`src/rtl/prbs_pkg.sv`:
```
// prbs_pkg: shared definitions for the PRBS generator and checker.
//   chk_state_e  checker FSM states
//   PRBS7/15/23/31  standard tap masks (bit i set => state[i] feeds back)
//   lfsr_next    one Fibonacci step on a right-aligned state of up to 64 bits
package prbs_pkg;

    typedef enum logic [1:0] {
        SEARCH = 2'd0,
        VERIFY = 2'd1,
        LOCK   = 2'd2
    } chk_state_e;

    localparam logic [6:0]  PRBS7  = 7'h60;          // x^7  + x^6  + 1
    localparam logic [14:0] PRBS15 = 15'h6000;       // x^15 + x^14 + 1
    localparam logic [22:0] PRBS23 = 23'h42_0000;    // x^23 + x^18 + 1
    localparam logic [30:0] PRBS31 = 31'h4800_0000;  // x^31 + x^28 + 1

    // Shift left, feedback into bit 0, then trim to 'width' bits.
    // For width == 64 the shifted mask wraps to zero and the subtraction
    // yields all ones, so no special case is needed.
    function automatic logic [63:0] lfsr_next(input logic [63:0] st,
                                              input logic [63:0] taps,
                                              input int unsigned width);
        logic [63:0] mask;
        mask = (64'd1 << width) - 64'd1;
        return ((st << 1) | {63'd0, ^(st & taps)}) & mask;
    endfunction

endpackage

```
`src/rtl/prbs_lfsr_chk.sv`:
```
// prbs_lfsr_chk: self-synchronising PRBS checker (built with PRBS_CHECKER_EN).
//   clk, rst_n   clock, asynchronous active-high reset
//   chk_in       serial bit under test, qualified by chk_valid
//   chk_locked   high while the FSM is in LOCK
//   chk_errs     saturating count of mismatches seen while locked
module prbs_lfsr_chk
    import prbs_pkg::*;
#(
    parameter int unsigned      WIDTH       = 31,
    parameter logic [WIDTH-1:0] TAPS        = WIDTH'(PRBS31),
    parameter int unsigned      LOSS_THRESH = 8
) (
    input  logic        clk,
    input  logic        rst_n,
    input  logic        chk_in,
    input  logic        chk_valid,
    output logic        chk_locked,
    output logic [15:0] chk_errs
);

    localparam int unsigned CW = $clog2(WIDTH + 1);
    localparam int unsigned MW = $clog2(LOSS_THRESH + 1);
    localparam logic [CW-1:0] CNT_LAST  = CW'(WIDTH - 1);
    localparam logic [MW-1:0] MISS_LAST = MW'(LOSS_THRESH - 1);

    chk_state_e      st_q, st_d;
    logic [WIDTH-1:0] ref_q, ref_d;
    logic [CW-1:0]   cnt_q, cnt_d;
    logic [MW-1:0]   miss_q, miss_d;
    logic [15:0]     errs_q, errs_d;
    logic            locked_q, locked_d;
    logic            pred;
    logic [63:0]     adv;

    always_comb begin
        st_d     = st_q;
        ref_d    = ref_q;
        cnt_d    = cnt_q;
        miss_d   = miss_q;
        errs_d   = errs_q;
        locked_d = locked_q;
        pred     = ^(ref_q & TAPS);
        adv      = lfsr_next(64'(ref_q), 64'(TAPS), WIDTH);
        if (chk_valid) begin
            case (st_q)
                SEARCH: begin
                    ref_d = {ref_q[WIDTH-2:0], chk_in};
                    if (cnt_q == CNT_LAST) begin
                        cnt_d = '0;
                        st_d  = VERIFY;
                    end else begin
                        cnt_d = cnt_q + CW'(1);
                    end
                end
                VERIFY: begin
                    ref_d = {ref_q[WIDTH-2:0], chk_in};
                    if (pred == chk_in) begin
                        if (cnt_q == CNT_LAST) begin
                            cnt_d    = '0;
                            miss_d   = '0;
                            st_d     = LOCK;
                            locked_d = 1'b1;
                        end else begin
                            cnt_d = cnt_q + CW'(1);
                        end
                    end else begin
                        cnt_d = '0;
                        st_d  = SEARCH;
                    end
                end
                LOCK: begin
                    // Free-run on the prediction so isolated errors do not
                    // corrupt the reference.
                    ref_d = adv[WIDTH-1:0];
                    if (pred != chk_in) begin
                        if (errs_q != 16'hFFFF) begin
                            errs_d = errs_q + 16'd1;
                        end
                        if (miss_q == MISS_LAST) begin
                            miss_d   = '0;
                            cnt_d    = '0;
                            st_d     = SEARCH;
                            locked_d = 1'b0;
                        end else begin
                            miss_d = miss_q + MW'(1);
                        end
                    end else begin
                        miss_d = '0;
                    end
                end
                default: begin
                    st_d     = SEARCH;
                    cnt_d    = '0;
                    locked_d = 1'b0;
                end
            endcase
        end
    end

    always_ff @(posedge clk or posedge rst_n) begin
        if (rst_n) begin
            st_q     <= SEARCH;
            ref_q    <= '0;
            cnt_q    <= '0;
            miss_q   <= '0;
            errs_q   <= '0;
            locked_q <= 1'b0;
        end else begin
            st_q     <= st_d;
            ref_q    <= ref_d;
            cnt_q    <= cnt_d;
            miss_q   <= miss_d;
            errs_q   <= errs_d;
            locked_q <= locked_d;
        end
    end

    assign chk_locked = locked_q;
    assign chk_errs   = errs_q;

endmodule

```
`src/rtl/prbs_lfsr_gen.sv`:
```
// prbs_lfsr_gen: Fibonacci LFSR PRBS generator, STEP bits per enabled cycle,
// with seed-load handshake and all-zero lock-up recovery.
// Optional checker compiled in with `define PRBS_CHECKER_EN.
//   clk, rst_n    clock, asynchronous reset (active HIGH despite the name)
//   en            advance STEP steps this cycle
//   load_valid/load_ready/load_data  seed load (load wins over en)
//   dout          bits of last enabled cycle, oldest in MSB
//   dout_valid    registered en (0 on a load cycle)
//   state         current LFSR register
//   lockup        sticky: zero state/seed was replaced by SEED
//   chk_*         checker ports (PRBS_CHECKER_EN only)
module prbs_lfsr_gen
    import prbs_pkg::*;
#(
    parameter int unsigned      WIDTH       = 31,
    parameter logic [WIDTH-1:0] TAPS        = WIDTH'(PRBS31),
    parameter logic [WIDTH-1:0] SEED        = WIDTH'(1),
    parameter int unsigned      STEP        = 1,
    parameter int unsigned      LOSS_THRESH = 8
) (
    input  logic             clk,
    input  logic             rst_n,
    input  logic             en,
    input  logic             load_valid,
    output logic             load_ready,
    input  logic [WIDTH-1:0] load_data,
    output logic [STEP-1:0]  dout,
    output logic             dout_valid,
    output logic [WIDTH-1:0] state,
    output logic             lockup
`ifdef PRBS_CHECKER_EN
    ,
    input  logic             chk_in,
    input  logic             chk_valid,
    output logic             chk_locked,
    output logic [15:0]      chk_errs
`endif
);

    if (SEED == '0) begin : g_seed_err
        $error("prbs_lfsr_gen: SEED must be non-zero");
    end
    if (WIDTH < 3 || WIDTH > 64) begin : g_width_err
        $error("prbs_lfsr_gen: WIDTH must be 3..64");
    end
    if (STEP < 1 || STEP > 8) begin : g_step_err
        $error("prbs_lfsr_gen: STEP must be 1..8");
    end
    if (LOSS_THRESH < 1) begin : g_thresh_err
        $error("prbs_lfsr_gen: LOSS_THRESH must be at least 1");
    end

    localparam logic [63:0] TAPS64 = 64'(TAPS);

    logic [WIDTH-1:0] state_q, state_d;
    logic [STEP-1:0]  dout_q, dout_d;
    logic             dout_valid_q, dout_valid_d;
    logic             lockup_q, lockup_d;
    logic             load_ready_q;
    logic             load_fire;
    logic [63:0]      walk;
    logic [STEP-1:0]  step_bits;

    assign load_fire = load_valid & load_ready_q;

    // STEP single steps unrolled; first emitted bit lands in the MSB.
    always_comb begin
        walk      = 64'(state_q);
        step_bits = '0;
        for (int unsigned i = 0; i < STEP; i++) begin
            step_bits[STEP-1-i] = walk[WIDTH-1];
            walk = lfsr_next(walk, TAPS64, WIDTH);
        end
    end

    always_comb begin
        state_d      = state_q;
        dout_d       = dout_q;
        dout_valid_d = 1'b0;
        lockup_d     = lockup_q;
        if (load_fire) begin
            if (load_data == '0) begin
                state_d  = SEED;
                lockup_d = 1'b1;
            end else begin
                state_d = load_data;
            end
        end else if (state_q == '0) begin
            state_d  = SEED;
            lockup_d = 1'b1;
        end else if (en) begin
            state_d      = walk[WIDTH-1:0];
            dout_d       = step_bits;
            dout_valid_d = 1'b1;
        end
    end

    always_ff @(posedge clk or posedge rst_n) begin
        if (rst_n) begin
            state_q      <= SEED;
            dout_q       <= '0;
            dout_valid_q <= 1'b0;
            lockup_q     <= 1'b0;
            load_ready_q <= 1'b0;
        end else begin
            state_q      <= state_d;
            dout_q       <= dout_d;
            dout_valid_q <= dout_valid_d;
            lockup_q     <= lockup_d;
            load_ready_q <= 1'b1;
        end
    end

    assign state      = state_q;
    assign dout       = dout_q;
    assign dout_valid = dout_valid_q;
    assign lockup     = lockup_q;
    assign load_ready = load_ready_q;

`ifdef PRBS_CHECKER_EN
    prbs_lfsr_chk #(
        .WIDTH      (WIDTH),
        .TAPS       (TAPS),
        .LOSS_THRESH(LOSS_THRESH)
    ) u_chk (
        .clk       (clk),
        .rst_n     (rst_n),
        .chk_in    (chk_in),
        .chk_valid (chk_valid),
        .chk_locked(chk_locked),
        .chk_errs  (chk_errs)
    );
`endif

endmodule

```
`config.mk`:
```
export PLATFORM = sky130hd
export DESIGN_NAME = prbs_lfsr_gen
export DESIGN_NICKNAME = d
export VERILOG_FILES = /design/src/rtl/prbs_pkg.sv /design/src/rtl/prbs_lfsr_chk.sv /design/src/rtl/prbs_lfsr_gen.sv
export SDC_FILE = /design/constraint.sdc
export NUM_CORES = 1
export LEC_CHECK = 0
export ABC_AREA = 1
export BUFFER_PORTS_ARGS = -buffer_cell sky130_fd_sc_hd__buf_4
export CORE_ASPECT_RATIO = 0.6
export CORE_MARGIN = 1.5
export CORE_UTILIZATION = 52
export CTS_BUF_LIST = sky130_fd_sc_hd__clkbuf_4 sky130_fd_sc_hd__clkbuf_8
export DETAILED_ROUTE_END_ITERATION = 16
export PLACE_DENSITY = 0.83
export SYNTH_ARGS = -nofsm -noshare
export SYNTH_HDL_FRONTEND = slang
export SYNTH_SLANG_ARGS = --single-unit
```
`constraint.sdc`:
```
create_clock -name clk -period 2 [get_ports clk]
set_input_delay 0.4 -clock clk [delete_from_list [all_inputs] [get_ports clk]]
set_output_delay 0.4 -clock clk [all_outputs]
set_load 0.01 [all_outputs]
```
# Word-level counts from Yosys, hierarchy flattened
# Index checks and enable logic that the tools add are counted.
# totals
ff_bits	35
in_bits	35
output_inout_bits	35
# classes
eq_ne	1
n_mux	10
bitwise	4
reduce_logical	7
# ops
cell	count
two-way mux 31 bit	4
parity 64 bit	1
logical NOT 31 bit	2
OR 31 x 1 -> 31 bit	1
two-way mux 1 bit	6
AND reduction 3 bit	1
nonzero test 3 bit	1
inequality test 2 x 1 -> 1 bit (second input constant)	1
NOT 1 bit	2
AND reduction 2 bit	1
nonzero test 2 bit	1
AND 1 bit	1

# Longest topological paths before layout
# Gate-level depths: netlist of the first run.
# depth
ltp_word	5
ltp_mapped	11
mapped_depth_nobuf	9

# Worst setup path before layout of the first run
# Ideal clock, no wire load.
# synth_timing
kind	register to register
from	register state_q[0] (netlist: state[0])
to	register state_q[29] (netlist: state[29])
period_less_slack_ps	1448
t_required_ps	1882
arrival_ps	1330
n_path_buf	2
setup_time_ps	118
path_stages_with_launch	12
setup_slack_ps	552
path_cell_list	dfstp_2 > inv_1 > nand2_1 > nor2_1 > nand2_1 > nor2_2 > nand2_2 > nand2_4 > buf_12 > buf_12 > nand2_2 > o21ai_2
# synth_between
elab_chain_cells	3
word_cells_on_any_way	4
# synth_rtl
element	line	text
start, declared	prbs_lfsr_gen.sv:55	logic [WIDTH-1:0] state_q, state_d;
start signal, assigned	prbs_lfsr_gen.sv:106	state_q <= state_d;
logical NOT 31 bit (*)	prbs_lfsr_gen.sv:88	end else if (state_q == '0) begin
two-way mux 31 bit	prbs_lfsr_gen.sv:88	
two-way mux 31 bit	prbs_lfsr_gen.sv:81	if (load_fire) begin
# Mark *: on every way between the ends. The rest lies on a longest branch, timed or not.
# A chain may end at the register's enable or synchronous reset.

# Worst setup path in the final report of the first run
# layout_timing
from	register state_q[27] (netlist: state[27])
to	register state_q[17] (netlist: state[17])
# The elaborated chain is that of the path after synthesis.

==> summary.json, run 1 <==
{
  "die_height": {"value": 51.81, "unit": "um"},
  "postSynthAreaPerCell": {"value": 7.022, "unit": "um^2"},
  "timing.final.setup_violations": {"value": 0},
  "critical-path-max-stage-delay": {"value": 0.41, "unit": "ns"},
  "layout.cells.most_common_list": {"value": "sky130_fd_sc_hd__nand2_1, sky130_fd_sc_hd__buf_4, sky130_fd_sc_hd__o21ai_0, sky130_fd_sc_hd__inv_1, sky130_fd_sc_hd__dfrtp_1"},
  "hpwlAfterDp": {"value": 3.775, "unit": "mm"},
  "run_status": {"value": "complete, no violations"},
  "max_clock_freq": {"value": 592.7, "unit": "MHz"},
  "area_growth_syn_to_layout": {"value": 31.51, "unit": "%"},
  "dr.pass1.iters": {"value": 4},
  "drt_first_iter_violations": {"value": 103},
  "clkLatencyLatePin": {"value": 0.29, "unit": "ns"},
  "crit_slowest_cell": {"value": "sky130_fd_sc_hd__dfrtp_1"},
  "ys.warnings.count": {"value": 0},
  "grt-ovfl-total": {"value": 0},
  "detailroute.via_count": {"value": 2042},
  "clock_tree_from_tritoncts": {"value": "built"},
  "drive_above_1_share": {"value": 32.42, "unit": "%"},
  "remaining_drc_errors": {"value": 0},
  "clock_tree.root_cell": {"value": "sky130_fd_sc_hd__clkbuf_8"},
  "globalRouteTotalUtil": {"value": 26.13, "unit": "%"},
  "number_of_antenna_violations_at_the_first_check_in_global_routing": {"value": 0},
  "worst_hold_path_type": {"value": "input pin to async pin"},
  "placement.cell_area": {"value": 2611, "unit": "um^2"},
  "hold_viol": {"value": 0},
  "clock_tree.buffer_depth": {"value": 2},
  "period_share": {"value": 84.36, "unit": "%"},
  "htreeDepth": {"value": 2},
  "cts_hold_buf": {"value": 0},
  "placement_rows": {"value": 17},
  "post-cts-setup-buffers": {"value": 0},
  "placeableCoreArea": {"value": 3744, "unit": "um^2"},
  "numPortBuffers": {"value": 69},
  "vias_per_cell": {"value": 4.968},
  "critical_path.reg2reg.startpoint": {"value": "state[27]"},
  "total_wire_length_after_detailed_routing": {"value": 5.227, "unit": "mm"},
  "finClkSkew": {"value": 0.007954, "unit": "ns"},
  "total_negative_slack": {"value": 0, "unit": "ns"},
  "grt_setup_unrepaired": {"value": "no"},
  "report.final.slew_viol_count": {"value": 0},
  "cts.sinks": {"value": 35},
  "grt_pass1_vias": {"value": 1862},
  "floorplan.die_area": {"value": 4369, "unit": "um^2"},
  "pin_count_of_the_biggest_net_entering_global_routing": {"value": 36},
  "crit_arrival": {"value": 1.89, "unit": "ns"},
  "critical_path.endpoint_type": {"value": "register"},
  "ioPinCount": {"value": 70},
  "place_congestion": {"value": 0.8228},
  "post_synth_instance_area": {"value": 2064, "unit": "um^2"},
  "series_of_cell_instances_along_the_critical_path": {"value": "inv_2 -> nand2_1 -> nor2_1 -> nand2_1 -> nor2_2 -> nand2_2 -> nand2_4 -> buf_12 -> nand2_1 -> o21ai_0"},
  "cellLeakagePower": {"value": 1.461, "unit": "nW"},
  "cts.clk_slew.worst_paths": {"value": 0.07, "unit": "ns"},
  "setup_slack": {"value": 0.3128, "unit": "ns"},
  "ys_types": {"value": 22},
  "layout_commonest_cell": {"value": "sky130_fd_sc_hd__nand2_1"},
  "synth-seq-cells": {"value": 35},
  "criticalPathCategory": {"value": "register to register"},
  "critical_path.startpoint_type": {"value": "register"},
  "reg2reg_setup_slack": {"value": 0.31, "unit": "ns"},
  "pwr_density_cell": {"value": 815.8, "unit": "nW/um^2"},
  "antenna_left": {"value": 0},
  "synth_cells": {"value": 294},
  "final_design_area_no_fill": {"value": 2715, "unit": "um^2"},
  "reg2regPathDepth": {"value": 10},
  "initial_utilization": {"value": 55.15, "unit": "%"},
  "place_ws": {"value": 0.3568, "unit": "ns"},
  "ir_worst_vdd": {"value": 573.4, "unit": "uV"},
  "ys_seq_area_share": {"value": 42.48, "unit": "%"},
  "die_w": {"value": 84.35, "unit": "um"},
  "cts_repair_resize_count": {"value": 0},
  "cp_common_cell": {"value": "sky130_fd_sc_hd__nand2_1"},
  "grt_pass1_wl": {"value": 8.618, "unit": "mm"},
  "maxCapViolCount": {"value": 0},
  "finalCriticalPeriod": {"value": 1.687, "unit": "ns"},
  "layout.nets": {"value": 398},
  "syn_nets": {"value": 329},
  "crit_fanout": {"value": 26},
  "insertedDiodeCount": {"value": 0},
  "r2r-end": {"value": "state[17]"},
  "detail_route.wl_per_cell": {"value": 12.72, "unit": "um"},
  "cp_data_required_time": {"value": 2.21, "unit": "ns"},
  "number_of_buffers_created_by_cts": {"value": 5}
}
-- report_power, final --
part	leakage (nW)	switching [W]	internal, W	total [W]
clock	0.0549	0.000259	0.000328	0.000587
combinational	0.969	0.000387	0.000325	0.000712
sequential	0.437	0.0000936	0.000822	0.000916
-- worst max-delay path: cells and delay by family, from the launching register on --
kind	cells	cell delay, ns
and+or+nand+nor	7	0.81
DFF	1	0.41
buffers and inverters	2	0.29
AOI/OAI and AO/OA	1	0.08
-- through the flow --
stage | std cells | hold WS, ns | util (%) | power [W]
after floorplan | 294 | 0.4997 | - | 0.001317
after global placement | 403 | 0.4524 | 69.75 | 0.001616
after detailed placement | 403 | 0.4804 | 69.75 | 0.001631
after CTS | 411 | 0.2211 | 72.53 | 0.002220
after global routing | 411 | 0.2592 | 72.53 | 0.002355
final | 411 | 0.2057 | 72.53 | 0.002215
-- area by class of cell --
| cell class | instances | area, um^2 |
|---|---|---|
| flip-flops and latches | 35 | 877.1 |
| well taps | 47 | 58.81 |
| clock buffers | 8 | 103.9 |
| repair buffers | 74 | 580.6 |
| inverters | 50 | 187.7 |
| multi-input cells | 197 | 907.1 |
| fillers | 313 | 1028 |
-- cell families after synthesis --
logic type	count (synthesis)	synth area share, %
buf+inv	62	13.58
flops	35	42.49
compound gates	59	16.12
simple gates	137	27.64
other cells	1	0.1816
-- per-layer routing --
layer / routed length, um / track usage, % / vias up
met1: 2455 / 36.02 / 912
met3: 450 / 6.349 / 8
met5: 0 / 0 / -
li1: - / - / 1032
met4: 71 / 8.065 / 0
met2: 2249 / 41.47 / 90
-- state kept, by name, summed over array words and instances, names as in the netlist --
signal and count:
state 31, dout 1, dout_valid 1, load_ready 1, lockup 1
-- Yosys cell counts --
| master | n | area [um^2] |
|---|---|---|
| sky130_fd_sc_hd__and2_0 | 1 | 6.260 |
| sky130_fd_sc_hd__buf_1 | 1 | 3.750 |
| sky130_fd_sc_hd__buf_12 | 2 | 40.04 |
| sky130_fd_sc_hd__buf_2 | 3 | 15.01 |
| sky130_fd_sc_hd__buf_4 | 1 | 7.510 |
| sky130_fd_sc_hd__buf_6 | 1 | 11.26 |
| sky130_fd_sc_hd__clkbuf_1 | 4 | 15.01 |
| sky130_fd_sc_hd__conb_1 | 1 | 3.750 |
| sky130_fd_sc_hd__dfrtp_1 | 34 | 850.8 |
| sky130_fd_sc_hd__dfstp_2 | 1 | 26.28 |
| sky130_fd_sc_hd__inv_1 | 39 | 146.4 |
| sky130_fd_sc_hd__inv_2 | 11 | 41.29 |
| sky130_fd_sc_hd__nand2_1 | 92 | 345.3 |
| sky130_fd_sc_hd__nand2_2 | 11 | 68.82 |
| sky130_fd_sc_hd__nand2_4 | 1 | 11.26 |
| sky130_fd_sc_hd__nand3_1 | 6 | 30.03 |
| sky130_fd_sc_hd__nand4_1 | 2 | 12.51 |
| sky130_fd_sc_hd__nor2_1 | 21 | 78.83 |
| sky130_fd_sc_hd__nor2_2 | 2 | 12.51 |
| sky130_fd_sc_hd__nor3_1 | 1 | 5.000 |
| sky130_fd_sc_hd__o21ai_0 | 49 | 245.2 |
| sky130_fd_sc_hd__o21ai_2 | 10 | 87.58 |
-- worst max-delay path by stage --
stage,slack (ns),from,cells past startpoint,endpoint
after detailed placement,0.36,state[27],9,state[8]
final,0.31,state[27],10,state[17]
after global placement,0.41,state[27],10,state[1]
after CTS,0.30,state[27],10,state[17]
after floorplan,0.55,state[0],11,state[29]
after global routing,0.15,state[27],10,state[17]
Note: power is estimated with default switching activity, not from simulation.
==> run 2, diff against run 1 <==
ABC_AREA = 0   (was 1)
CORE_UTILIZATION = 45   (was 52)
PLACE_DENSITY = 0.79   (was 0.83)
clock period = 1.39 ns   (was 2 ns; I/O delays follow)
==> summary.json, run 2 <==
{
  "totalPowerFinal": {"value": 0.003343, "unit": "W"},
  "reg2reg_setup_slack": {"value": -0.17, "unit": "ns"},
  "final_standard_cell_utilization_of_the_core": {"value": 74.18, "unit": "%"},
  "antenna_left": {"value": 0},
  "worst_hold_path_type": {"value": "input pin to async pin"},
  "detailroute.via_count": {"value": 1743},
  "ir_worst_vdd": {"value": 733.2, "unit": "uV"},
  "floorplan.die_area": {"value": 4203, "unit": "um^2"},
  "report.final.slew_viol_count": {"value": 0},
  "hpwlAfterDp": {"value": 3.905, "unit": "mm"},
  "failed_checks": {"value": "negative setup slack"},
  "final_design_area_no_fill": {"value": 2714, "unit": "um^2"},
  "ys_seq_area_share": {"value": 51.13, "unit": "%"},
  "route.top_layer_used": {"value": "met4"},
  "largest_register_ffs": {"value": 31},
  "detail_route.wl_per_cell": {"value": 16.43, "unit": "um"},
  "criticalPathCategory": {"value": "register to register"},
  "wl_met1": {"value": 2.532, "unit": "mm"},
  "met3RoutedLength": {"value": 405, "unit": "um"},
  "layout.cells.most_common_list": {"value": "sky130_fd_sc_hd__buf_4, sky130_fd_sc_hd__dfrtp_1, sky130_fd_sc_hd__nand2_1, sky130_fd_sc_hd__o21ai_0, sky130_fd_sc_hd__mux2i_1"},
  "pin_count_of_the_biggest_net_entering_global_routing": {"value": 36},
  "grt_setup_unrepaired": {"value": "yes"},
  "numPortBuffers": {"value": 69},
  "run_status": {"value": "finished with violations"},
  "finClkSkew": {"value": 0.006748, "unit": "ns"},
  "layout.nets": {"value": 311},
  "vias_per_cell": {"value": 5.380},
  "clock_tree.buffer_depth": {"value": 2},
  "synth-edff-count": {"value": 0},
  "maxCapViolCount": {"value": 0},
  "cts_hold_buf": {"value": 0},
  "postSynthAreaPerCell": {"value": 9.916, "unit": "um^2"},
  "period_share": {"value": 112.0, "unit": "%"},
  "r2r-end": {"value": "dout"},
  "largest_area_contributor_in_the_synthesized_netlist": {"value": "sky130_fd_sc_hd__dfrtp_1"},
  "total_wire_length_after_detailed_routing": {"value": 5.324, "unit": "mm"},
  "synth-seq-cells": {"value": 35},
  "finalCriticalPeriod": {"value": 1.557, "unit": "ns"},
  "synth_cells": {"value": 173},
  "ioPinCount": {"value": 70},
  "cts.sinks": {"value": 35},
  "async_reset_ff_share": {"value": 100.0, "unit": "%"},
  "cp_data_required_time": {"value": 1.57, "unit": "ns"},
  "drt_first_iter_violations": {"value": 69},
  "synth.most_common_cell": {"value": "sky130_fd_sc_hd__dfrtp_1"},
  "layout_commonest_cell": {"value": "sky130_fd_sc_hd__buf_4"},
  "synthTopCellsByArea": {"value": "sky130_fd_sc_hd__dfrtp_1, sky130_fd_sc_hd__mux2i_1, sky130_fd_sc_hd__o21ai_0, sky130_fd_sc_hd__nand2_1, sky130_fd_sc_hd__nor4_1"},
  "syn_nets": {"value": 208},
  "pwr_density_cell": {"value": 1232, "unit": "nW/um^2"},
  "remaining_drc_errors": {"value": 0},
  "area_growth_syn_to_layout": {"value": 58.21, "unit": "%"},
  "post_synth_instance_area": {"value": 1715, "unit": "um^2"},
  "die_height": {"value": 50.83, "unit": "um"},
  "hold_viol": {"value": 0},
  "synthTopCellsByCount": {"value": "sky130_fd_sc_hd__dfrtp_1, sky130_fd_sc_hd__nand2_1, sky130_fd_sc_hd__o21ai_0"},
  "timing.final.setup_violations": {"value": 2},
  "cts.clk_slew.worst_paths": {"value": 0.07, "unit": "ns"},
  "placement.cell_area": {"value": 2559, "unit": "um^2"},
  "insertedDiodeCount": {"value": 0},
  "critical_path.endpoint_type": {"value": "register"},
  "top_cell_type_s_share_of_synthesized_area": {"value": 49.60, "unit": "%"},
  "htreeDepth": {"value": 2},
  "placement_rows": {"value": 17},
  "die_w": {"value": 82.71, "unit": "um"},
  "placeableCoreArea": {"value": 3659, "unit": "um^2"},
  "reg2regPathDepth": {"value": 4},
  "drive_above_1_share": {"value": 44.40, "unit": "%"},
  "critical_path.startpoint_type": {"value": "register"},
  "grt_pass1_vias": {"value": 1595},
  "initial_utilization": {"value": 46.89, "unit": "%"},
  "number_of_antenna_violations_at_the_first_check_in_global_routing": {"value": 0},
  "synth_flop_cell": {"value": "sky130_fd_sc_hd__dfrtp_1"},
  "crit_arrival": {"value": 1.74, "unit": "ns"},
  "grt-ovfl-total": {"value": 0},
  "clock_tree_from_tritoncts": {"value": "built"},
  "ys.warnings.count": {"value": 0},
  "setup_slack": {"value": -0.1674, "unit": "ns"},
  "critical_path.reg2reg.startpoint": {"value": "state[22]"},
  "max_clock_freq": {"value": 642.1, "unit": "MHz"},
  "clock_tree.root_cell": {"value": "sky130_fd_sc_hd__clkbuf_8"},
  "cellLeakagePower": {"value": 1.345, "unit": "nW"},
  "grt_pass1_wl": {"value": 7.879, "unit": "mm"},
  "globalRouteTotalUtil": {"value": 26.50, "unit": "%"},
  "clkLatencyLatePin": {"value": 0.29, "unit": "ns"},
  "place_congestion": {"value": 0.8549},
  "number_of_buffers_created_by_cts": {"value": 5},
  "met2_wirelength_from_detailed_routing": {"value": 2.333, "unit": "mm"},
  "crit_fanout": {"value": 2},
  "dr.pass1.iters": {"value": 4},
  "ys_types": {"value": 21}
}
[run 2: final cells by class]
| class | instances | area (um^2) |
|---|---|---|
| well taps | 47 | 58.81 |
| flip-flops and latches | 35 | 878.3 |
| inverters | 2 | 7.507 |
| fillers | 267 | 944.7 |
| multi-input cells | 125 | 824.5 |
| clock buffers | 8 | 103.9 |
| repair buffers | 107 | 840.8 |
[run 2: power by group]
part,switching (W),leakage (nW),internal [W],total (W)
sequential,0.000142,0.428,0.00119,0.00133
clock,0.000360,0.0549,0.000472,0.000832
combinational,0.000527,0.863,0.000650,0.00118
total,0.00103,1.35,0.00231,0.00334
[run 2: worst max path at each step]
stage / depth (start not counted) / startpoint / end / slack (ns)
2_1_floorplan: 4 / state[21] / dout / -0.05
3_3_place_gp: 4 / state[16] / dout / -0.12
3_5_place_dp: 4 / state[16] / dout / -0.20
4_1_cts: 4 / state[8] / dout / -0.11
5_1_grt: 4 / state[22] / dout / -0.24
6_report: 4 / state[22] / dout / -0.17
[run 2: through the flow]
step / std cells / hold WS (ns) / setup slack [ns] / TNS, ns
finish: 324 / 0.03110 / -0.1674 / -0.2882
global route: 324 / 0.05019 / -0.2440 / -0.4031
floorplan: 173 / 0.3947 / -0.05229 / -0.05229
global placement: 314 / 0.3400 / -0.1240 / -0.1240
detailed placement: 314 / 0.3445 / -0.2037 / -0.2037
CTS: 323 / 0.03424 / -0.1075 / -0.1075
[run 2: critical path, cell delays in order, from the launching register on]
cell                       delay [ns]
sky130_fd_sc_hd__dfrtp_1         0.41
sky130_fd_sc_hd__nor4_4          0.32
sky130_fd_sc_hd__nand4_1         0.20
sky130_fd_sc_hd__o21bai_2        0.22
sky130_fd_sc_hd__mux2_4          0.31
[run 2: cells by family after synthesis]
group,count (synthesis),share of synthesized area [%]
compound gates,35,11.01
xor+xnor,1,0.5107
buf+inv,13,3.137
flops,35,51.13
mux,31,18.16
other cells,1,0.2186
simple gates,57,15.83
[run 2: timing repair]
item	in CTS	in global routing
setup buffers	1	1
resized for setup	4	1
pin swaps	5	2
endpoints found under the setup margin	2	2
hold endpoints to repair	0	0
[run 2: per-layer routing]
layer	vias up	global-route usage, %
met5	-	0
met4	0	6.667
met3	7	5.536
met2	75	38.89
met1	836	40.02
li1	825	-
==> run 3, diff against run 2 <==
REMOVE_ABC_BUFFERS = 1   (was default)
==> summary.json, run 3 (synthesis results as in run 2) <==
{
  "hpwlAfterDp": {"value": 3.949, "unit": "mm"},
  "grt-ovfl-total": {"value": 0},
  "number_of_antenna_violations_at_the_first_check_in_global_routing": {"value": 0},
  "clock_tree.buffer_depth": {"value": 2},
  "critical_path.startpoint_type": {"value": "register"},
  "totalPowerFinal": {"value": 0.003469, "unit": "W"},
  "final_design_area_no_fill": {"value": 2734, "unit": "um^2"},
  "cts.sinks": {"value": 35},
  "failed_checks": {"value": "negative setup slack"},
  "place_congestion": {"value": 0.7941},
  "total_negative_slack": {"value": -0.3947, "unit": "ns"},
  "crit_arrival": {"value": 1.81, "unit": "ns"},
  "detailroute.via_count": {"value": 1738},
  "run_status": {"value": "finished with violations"},
  "reg2regPathDepth": {"value": 4},
  "layout.cells.most_common_list": {"value": "sky130_fd_sc_hd__buf_4, sky130_fd_sc_hd__dfrtp_1, sky130_fd_sc_hd__nand2_1, sky130_fd_sc_hd__o21ai_0, sky130_fd_sc_hd__mux2i_1"},
  "clock_tree_from_tritoncts": {"value": "built"},
  "total_wire_length_after_detailed_routing": {"value": 5.404, "unit": "mm"},
  "ir_worst_vdd": {"value": 745.7, "unit": "uV"},
  "floorplan.die_area": {"value": 4203, "unit": "um^2"},
  "layout.nets": {"value": 311},
  "cellLeakagePower": {"value": 1.350, "unit": "nW"},
  "max_clock_freq": {"value": 611.3, "unit": "MHz"},
  "insertedDiodeCount": {"value": 0},
  "clkLatencyLatePin": {"value": 0.29, "unit": "ns"},
  "cts.clk_slew.worst_paths": {"value": 0.08, "unit": "ns"},
  "hold_viol": {"value": 0},
  "detail_route.wl_per_cell": {"value": 16.68, "unit": "um"},
  "critical_path.endpoint_type": {"value": "register"},
  "pwr_density_cell": {"value": 1269, "unit": "nW/um^2"},
  "finish.cell_count_without_fillers": {"value": 324},
  "numPortBuffers": {"value": 69},
  "setup_slack": {"value": -0.2458, "unit": "ns"},
  "area_growth_syn_to_layout": {"value": 59.37, "unit": "%"},
  "critical-path-max-stage-delay": {"value": 0.41, "unit": "ns"},
  "pin_count_of_the_biggest_net_entering_global_routing": {"value": 36},
  "finalCriticalPeriod": {"value": 1.636, "unit": "ns"},
  "grt_pass1_vias": {"value": 1730},
  "globalRouteTotalUtil": {"value": 27.86, "unit": "%"},
  "antenna_left": {"value": 0},
  "placedCellCount": {"value": 313},
  "series_of_cell_instances_along_the_critical_path": {"value": "nor4_2 -> nand4_1 -> o21bai_2 -> mux2_4"},
  "initial_utilization": {"value": 46.89, "unit": "%"},
  "remaining_drc_errors": {"value": 0},
  "cp_data_required_time": {"value": 1.57, "unit": "ns"},
  "finClkSkew": {"value": 0.01071, "unit": "ns"},
  "crit_fanout": {"value": 2},
  "grt_pass1_wl": {"value": 8.390, "unit": "mm"},
  "drive_above_1_share": {"value": 45.13, "unit": "%"},
  "number_of_buffers_created_by_cts": {"value": 5},
  "layout_commonest_cell": {"value": "sky130_fd_sc_hd__buf_4"},
  "drt_first_iter_violations": {"value": 62},
  "place_ws": {"value": -0.2824, "unit": "ns"},
  "placement.cell_area": {"value": 2546, "unit": "um^2"},
  "placeableCoreArea": {"value": 3659, "unit": "um^2"},
  "vias_per_cell": {"value": 5.364},
  "die_height": {"value": 50.83, "unit": "um"},
  "placement_rows": {"value": 17},
  "dr.pass1.iters": {"value": 4},
  "ioPinCount": {"value": 70},
  "report.final.slew_viol_count": {"value": 0},
  "period_share": {"value": 117.7, "unit": "%"},
  "largest_register_ffs": {"value": 31},
  "worst_hold_path_type": {"value": "input pin to async pin"},
  "clock_tree.root_cell": {"value": "sky130_fd_sc_hd__clkbuf_8"},
  "grt_setup_unrepaired": {"value": "yes"},
  "htreeDepth": {"value": 2},
  "crit_slowest_cell": {"value": "sky130_fd_sc_hd__dfrtp_1"},
  "criticalPathCategory": {"value": "register to register"},
  "die_w": {"value": 82.71, "unit": "um"},
  "timing.final.setup_violations": {"value": 4},
  "maxCapViolCount": {"value": 0}
}
## run 3: final cells by class
| type | count | area, um^2 |
|---|---|---|
| Inverter | 2 | 7.507 |
| Clock inverter | 2 | 35.03 |
| Fill cell | 257 | 924.6 |
| Tap cell | 47 | 58.81 |
| Multi-Input combinational cell | 125 | 828.3 |
| Timing Repair Buffer | 107 | 844.6 |
| Clock buffer | 6 | 82.58 |
| Sequential cell | 35 | 877.1 |
## run 3: timing repair
| item | 4_1_cts | 5_1_grt |
|---|---|---|
| pin swaps | 3 | 2 |
| setup endpoints to repair | 4 | 4 |
| setup buffers | 2 | 2 |
| hold buffers | 0 | 0 |
| resized for setup | 4 | 5 |
## run 3: report_power, final
group	switching (W)	internal (W)
Clock	0.000376	0.000580
Combinational	0.000534	0.000660
Sequential	0.000127	0.00119
## run 3: final timing paths
path / to / slack (ns) / startpoint
min in group clk: state[18] / 0.20 / load_data[18]
hold / removal: lockup / 0.08 / rst_n
setup reg to reg: dout / -0.25 / state[19]
hold reg to reg: lockup / 0.50 / lockup
setup / recovery: dout / -0.25 / state[19]
max in group asynchronous: state[0] / 0.97 / rst_n
## run 3: worst max-delay path: cells and delay by family (launching register included)
kind,cells,cell delay (ns)
compound gates,1,0.24
simple gates,2,0.55
flops,1,0.41
mux,1,0.32
## run 3: per-stage QoR
step / hold WS (ns) / util (%)
2_1_floorplan: 0.3948 / -
3_3_place_gp: 0.4004 / 69.60
3_5_place_dp: 0.4049 / 69.60
4_1_cts: 0.09064 / 73.67
5_1_grt: 0.1053 / 74.73
6_report: 0.08125 / 74.73
## run 3: routing by layer
| layer | track usage (%) | wire length [um] |
|---|---|---|
| met1 | 39.02 | 2541 |
| met2 | 41.33 | 2330 |
| met3 | 7.321 | 424 |
| met4 | 11.11 | 106 |
| met5 | 0 | 0 |
